File: src/rtl/csa_seq_subtractor.sv
// Multi-cycle subtractor: Diff = A - B - B_in, one 4-bit carry-select slice per clock, LSB first.
// States: IDLE = waiting for operands | RUN = one slice per edge | DONE = result held until taken.
module csa_seq_subtractor #(
  parameter int WIDTH = 16
) (
  input  logic             clk,
  input  logic             rst_n,
  input  logic             in_valid,
  output logic             in_ready,
  input  logic [WIDTH-1:0] A,
  input  logic [WIDTH-1:0] B,
  input  logic             B_in,
  output logic             out_valid,
  input  logic             out_ready,
  output logic [WIDTH-1:0] Diff,
  output logic             B_out,
  output logic             V
);

  localparam int NSLICE = WIDTH / 4;
  localparam int KW     = (NSLICE > 1) ? $clog2(NSLICE) : 1;
  localparam logic [KW-1:0] K_LAST = KW'(NSLICE - 1);

  localparam logic [1:0] S_IDLE = 2'd0;
  localparam logic [1:0] S_RUN  = 2'd1;
  localparam logic [1:0] S_DONE = 2'd2;

  logic [1:0]       state_q, state_d;
  logic [KW-1:0]    k_q, k_d;
  logic             carry_q, carry_d;
  logic [WIDTH-1:0] a_q, a_d;
  logic [WIDTH-1:0] nb_q, nb_d;
  logic [WIDTH-1:0] diff_q, diff_d;
  logic             bout_q, bout_d;
  logic             v_q, v_d;

  logic [3:0] a_sl, b_sl;
  logic [4:0] cand0, cand1, sel;

  always_comb begin
    a_sl = '0;
    b_sl = '0;
    for (int i = 0; i < NSLICE; i++) begin
      if (k_q == KW'(i)) begin
        a_sl = a_q[i*4 +: 4];
        b_sl = nb_q[i*4 +: 4];
      end
    end
  end

  // Both carry-in candidates exist every cycle; the registered carry picks one.
  assign cand0 = {1'b0, a_sl} + {1'b0, b_sl};
  assign cand1 = {1'b0, a_sl} + {1'b0, b_sl} + 5'd1;
  assign sel   = carry_q ? cand1 : cand0;

  always_comb begin
    state_d = state_q;
    k_d     = k_q;
    carry_d = carry_q;
    a_d     = a_q;
    nb_d    = nb_q;
    diff_d  = diff_q;
    bout_d  = bout_q;
    v_d     = v_q;
    case (state_q)
      S_IDLE: begin
        if (in_valid) begin
          a_d     = A;
          nb_d    = ~B;
          carry_d = ~B_in;
          k_d     = '0;
          state_d = S_RUN;
        end
      end
      S_RUN: begin
        for (int i = 0; i < NSLICE; i++) begin
          if (k_q == KW'(i)) diff_d[i*4 +: 4] = sel[3:0];
        end
        carry_d = sel[4];
        if (k_q == K_LAST) begin
          state_d = S_DONE;
          bout_d  = ~sel[4];
          // Operand signs equal after inverting B means A and B had opposite signs.
          v_d     = (a_q[WIDTH-1] == nb_q[WIDTH-1]) && (sel[3] != a_q[WIDTH-1]);
        end else begin
          k_d = k_q + 1'b1;
        end
      end
      S_DONE: begin
        if (out_ready) state_d = S_IDLE;
      end
      default: state_d = S_IDLE;
    endcase
  end

  always_ff @(posedge clk or negedge rst_n) begin
    if (!rst_n) begin
      state_q <= S_IDLE;
      k_q     <= '0;
      carry_q <= 1'b0;
      a_q     <= '0;
      nb_q    <= '0;
      diff_q  <= '0;
      bout_q  <= 1'b0;
      v_q     <= 1'b0;
    end else begin
      state_q <= state_d;
      k_q     <= k_d;
      carry_q <= carry_d;
      a_q     <= a_d;
      nb_q    <= nb_d;
      diff_q  <= diff_d;
      bout_q  <= bout_d;
      v_q     <= v_d;
    end
  end

  assign in_ready  = (state_q == S_IDLE);
  assign out_valid = (state_q == S_DONE);
  assign Diff      = diff_q;
  assign B_out     = bout_q;
  assign V         = v_q;

endmodule

File: config.mk
export PLATFORM = sky130hd
export DESIGN_NAME = csa_seq_subtractor
export DESIGN_NICKNAME = d
export VERILOG_FILES = /design/src/rtl/csa_seq_subtractor.sv
export SDC_FILE = /design/constraint.sdc
export NUM_CORES = 1
export LEC_CHECK = 0
export ABC_CLOCK_PERIOD_IN_PS = 3800
export BUFFER_PORTS_ARGS = -buffer_cell sky130_fd_sc_hd__clkbuf_2
export CAP_MARGIN = 10
export CELL_PAD_IN_SITES_DETAIL_PLACEMENT = 1
export CELL_PAD_IN_SITES_GLOBAL_PLACEMENT = 1
export CORE_MARGIN = 4
export CORE_UTILIZATION = 43
export CTS_BUF_LIST = sky130_fd_sc_hd__clkbuf_8
export DETAILED_ROUTE_END_ITERATION = 12
export HOLD_SLACK_MARGIN = 0.1
export PLACE_DENSITY = 0.91
export SLEW_MARGIN = 30
export SYNTH_ARGS = -nofsm -noshare
export SYNTH_HDL_FRONTEND = slang
export SYNTH_SLANG_ARGS = --single-unit
File: constraint.sdc
create_clock -name clk -period 3.8 [get_ports clk]
set_clock_uncertainty 0.2 [all_clocks]
set_input_delay 0.76 -clock clk [delete_from_list [all_inputs] [get_ports clk]]
set_output_delay 0.76 -clock clk [all_outputs]
set_load 0.02 [all_outputs]
==> impl_metrics.toml <==
[run_status]
status = "finished clean"

[yosys]
async_flop_share_pct = 100
yosysTopAreaCellShare_pct = 52.7
synthesis.area_um2 = 2610
yosys_register_bits = 55
syn_nets = 311
synth_top_cell_by_area = "dfrtp_1"
ys_top_cells_by_count = "nand2_1, dfrtp_1, o21ai_0"
synthTopCellsByArea = "dfrtp_1, o21ai_0, nand2_1"
synthSimpleGateAreaFrac_pct = 14.0
ys_types = 28
muxShareOfSynthArea_pct = 7.28
avgSynthCellArea_um2 = 9.89
synth_edf_count = 0
synth_top_family_by_area = "compound AO/OA/AOI/OAI gates"
yosysMostFrequentCell = "nand2_1"
synthAdderAreaFrac_pct = 5.08
yosysWarnings = 0
ys_seq_area_share_pct = 52.7
synth-compound-area-share_pct = 16.2
synth_flop_cell = "dfrtp_1"
syn_inst = 264
synth-xor-area-share_pct = 1.63

[layout]
areaGrowthSynthToFinish_pct = 18.4
final_net_count = 363
drive_gt1_share_pct = 29.7
multiInputGateArea_um2 = 1180
final_util_pct = 52.2
instances_no_fill = 392
fillers = 696
regArea_um2 = 1380
antennaDiodeCount = 0
design_area_um2 = 3090

[global_route]
grt_pass1_vias = 2229
grt_max_degree = 36
grt_pass1_wl_mm = 10.7
grt_antenna_before_repair = 0
track_usage_pct = 18.2
grt-ovfl-total = 0

[power_and_ir_drop]
p_comb_share_pct = 52.8
p_clk_share_pct = 13.1
internal_power_mw = 1.74
p_leak_nw = 1.48
p_sw_share_pct = 43.6
power.density_nw_per_um2 = 1000
p_switching_mw = 1.35
ir_worst_vdd_mv = 0.412
seqPwrFrac_pct = 34.1
finalPower_mw = 3.09

[floorplanning]
initial_core_util_pct = 44.1
ios = 57
coreArea_um2 = 5920
die-area_um2 = 7380
die_width_um = 85.9
die_height_um = 85.9
rows = 28

[clock_network]
path_clk_slew_ns = 0.10
numClockSinks = 55
clk_path_buf_depth = 2
post_cts_resized = 0
root_buffer = "clkbuf_8"
holdBufCountCts = 0
clk_latency_ns = 0.31
post-cts-setup-buffers = 0
numCtsBuffers = 5
htree_levels = 2
cts_tree = "yes"

[route]
dr.pass1.iters = 4
ant_nets = 0
routed_wl_mm = 6.24
routed_via_density = 5.28
drt_iter0_drc = 60
remaining_drc_errors = 0
wire_per_inst_um = 15.9
via_count = 2069

[timing]
setup_viol = 0
maxSlewViolCount = 0
tns_ns = 0
tightest_slew_ns = 0.761
fmax_mhz = 278
hold_violations = 0
fin_crit_ns = 3.59
post-route-period-util_pct = 94.5
rsz0062_at_grt = "no"
maxSlewHeadroom_pct = 49.3

[worst_setup_path]
setup.worst_path.end_class = "flop"
worstPathRequired_ns = 3.80
cpMostUsedCell = "inv_1"
slowest_delay_ns = 0.48
path_class = "flop to flop"
path_cells = "inv_1 > ha_2 > nand3b_1 > a21oi_1 > a21oi_1 > o21ai_0 > ha_1 > inv_1 > fa_1 > inv_1 > ha_1 > nand2_1 > nor4_1 > xnor2_1 > a221o_1"
cp_max_fo = 9
slowest_stage = "fa_1"
crit_arrival_ns = 3.59
startpoint_type = "flop"

[placement]
place_area_um2 = 2950
dp_hpwl_mm = 4.88
portBuffers = 56
placed_cells = 384
gp_congestion = 0.835

[min_path]
hold_path.class = "flop to flop"

[flow_run]
max-cap-violations = 0
[per-stage QoR]
| step | hold slack (ns) | setup slack (ns) |
|---|---|---|
| after CTS | 0.301 | 0.0384 |
| after global routing | 0.331 | 0.0214 |
| final | 0.297 | 0.208 |
| after global placement | 0.261 | 0.281 |
| after detailed placement | 0.278 | 0.0448 |
| after floorplan | 0.250 | 0.417 |
[flip-flops by register name, indices dropped and copies added, names as in the netlist]
signal   flops
k_q          2
a_q         16
B_out        1
carry_q      1
nb_q        16
state_q      2
Diff        16
V            1
[layout make-up]
type	instances	area share (%)
clock buffer	6	2.67
inverter	7	0.850
sequential	55	44.5
timing repair buffer	59	9.79
multi-input combinational	188	38.0
clock inverter	2	1.13
tap	75	3.03
[logic make-up (layout without fill, tap and decap cells)]
kind of cell,Yosys count,count (layout)
simple gates,83,83
mux,17,17
fa+ha+maj,10,10
compound gates,74,74
buf+inv,21,74
xor+xnor,4,4
flops,55,55
[final timing paths]
| kind | startpoint | endpoint | slack (ns) | depth (start not counted) |
|---|---|---|---|---|
| setup / recovery | k_q[0] | carry_q | 0.21 | 15 |
| hold / removal | Diff[4] | Diff[4] | 0.30 | 2 |
| setup reg to reg | k_q[0] | carry_q | 0.21 | 15 |
| hold reg to reg | Diff[4] | Diff[4] | 0.30 | 2 |
| max in group asynchronous | rst_n | nb_q[2] | 2.32 | 2 |
| min in group asynchronous | rst_n | state_q[1] | 0.31 | 1 |
[metal layers]
metal	track usage (%)	wire, um	vias to the layer above
met5	0	0	-
met4	3.02	38	0
met3	3.65	297	3
met2	32.9	3290	47
met1	22.7	2620	1020
li1	-	-	999
[layout by cell type, fill, tap and decap left out, drive strengths merged, types with 2 or more instances in the layout]
cell type and instances:
a21o 3, a21oi 22, a221o 2, buf 4, clkbuf 61, dfrtp 55, ha 9, inv 7
mux2 16, nand2 56, nand3b 8, nor2 12, nor3 2, o21ai 43, xnor2 3
[critical path, delay by kind of cell, from the launching register on]
family | cells | cell delay [ns]
compound gates | 4 | 0.74
xor+xnor | 1 | 0.14
fa+ha+maj | 4 | 1.13
buf+inv | 3 | 0.27
flops | 1 | 0.47
simple gates | 3 | 0.53
[power by group through the flow]
| stage | Sequential [mW] | Combinational (mW) | Clock (mW) |
|---|---|---|---|
| 2_1_floorplan | 1.10 | 1.12 | 0 |
| 3_3_place_gp | 1.05 | 1.54 | 0 |
| 3_5_place_dp | 1.07 | 1.64 | 0 |
| 4_1_cts | 1.05 | 1.65 | 0.414 |
| 5_1_grt | 1.09 | 1.85 | 0.435 |
| 6_report | 1.06 | 1.64 | 0.404 |
Power figures use the tool's default switching activity.
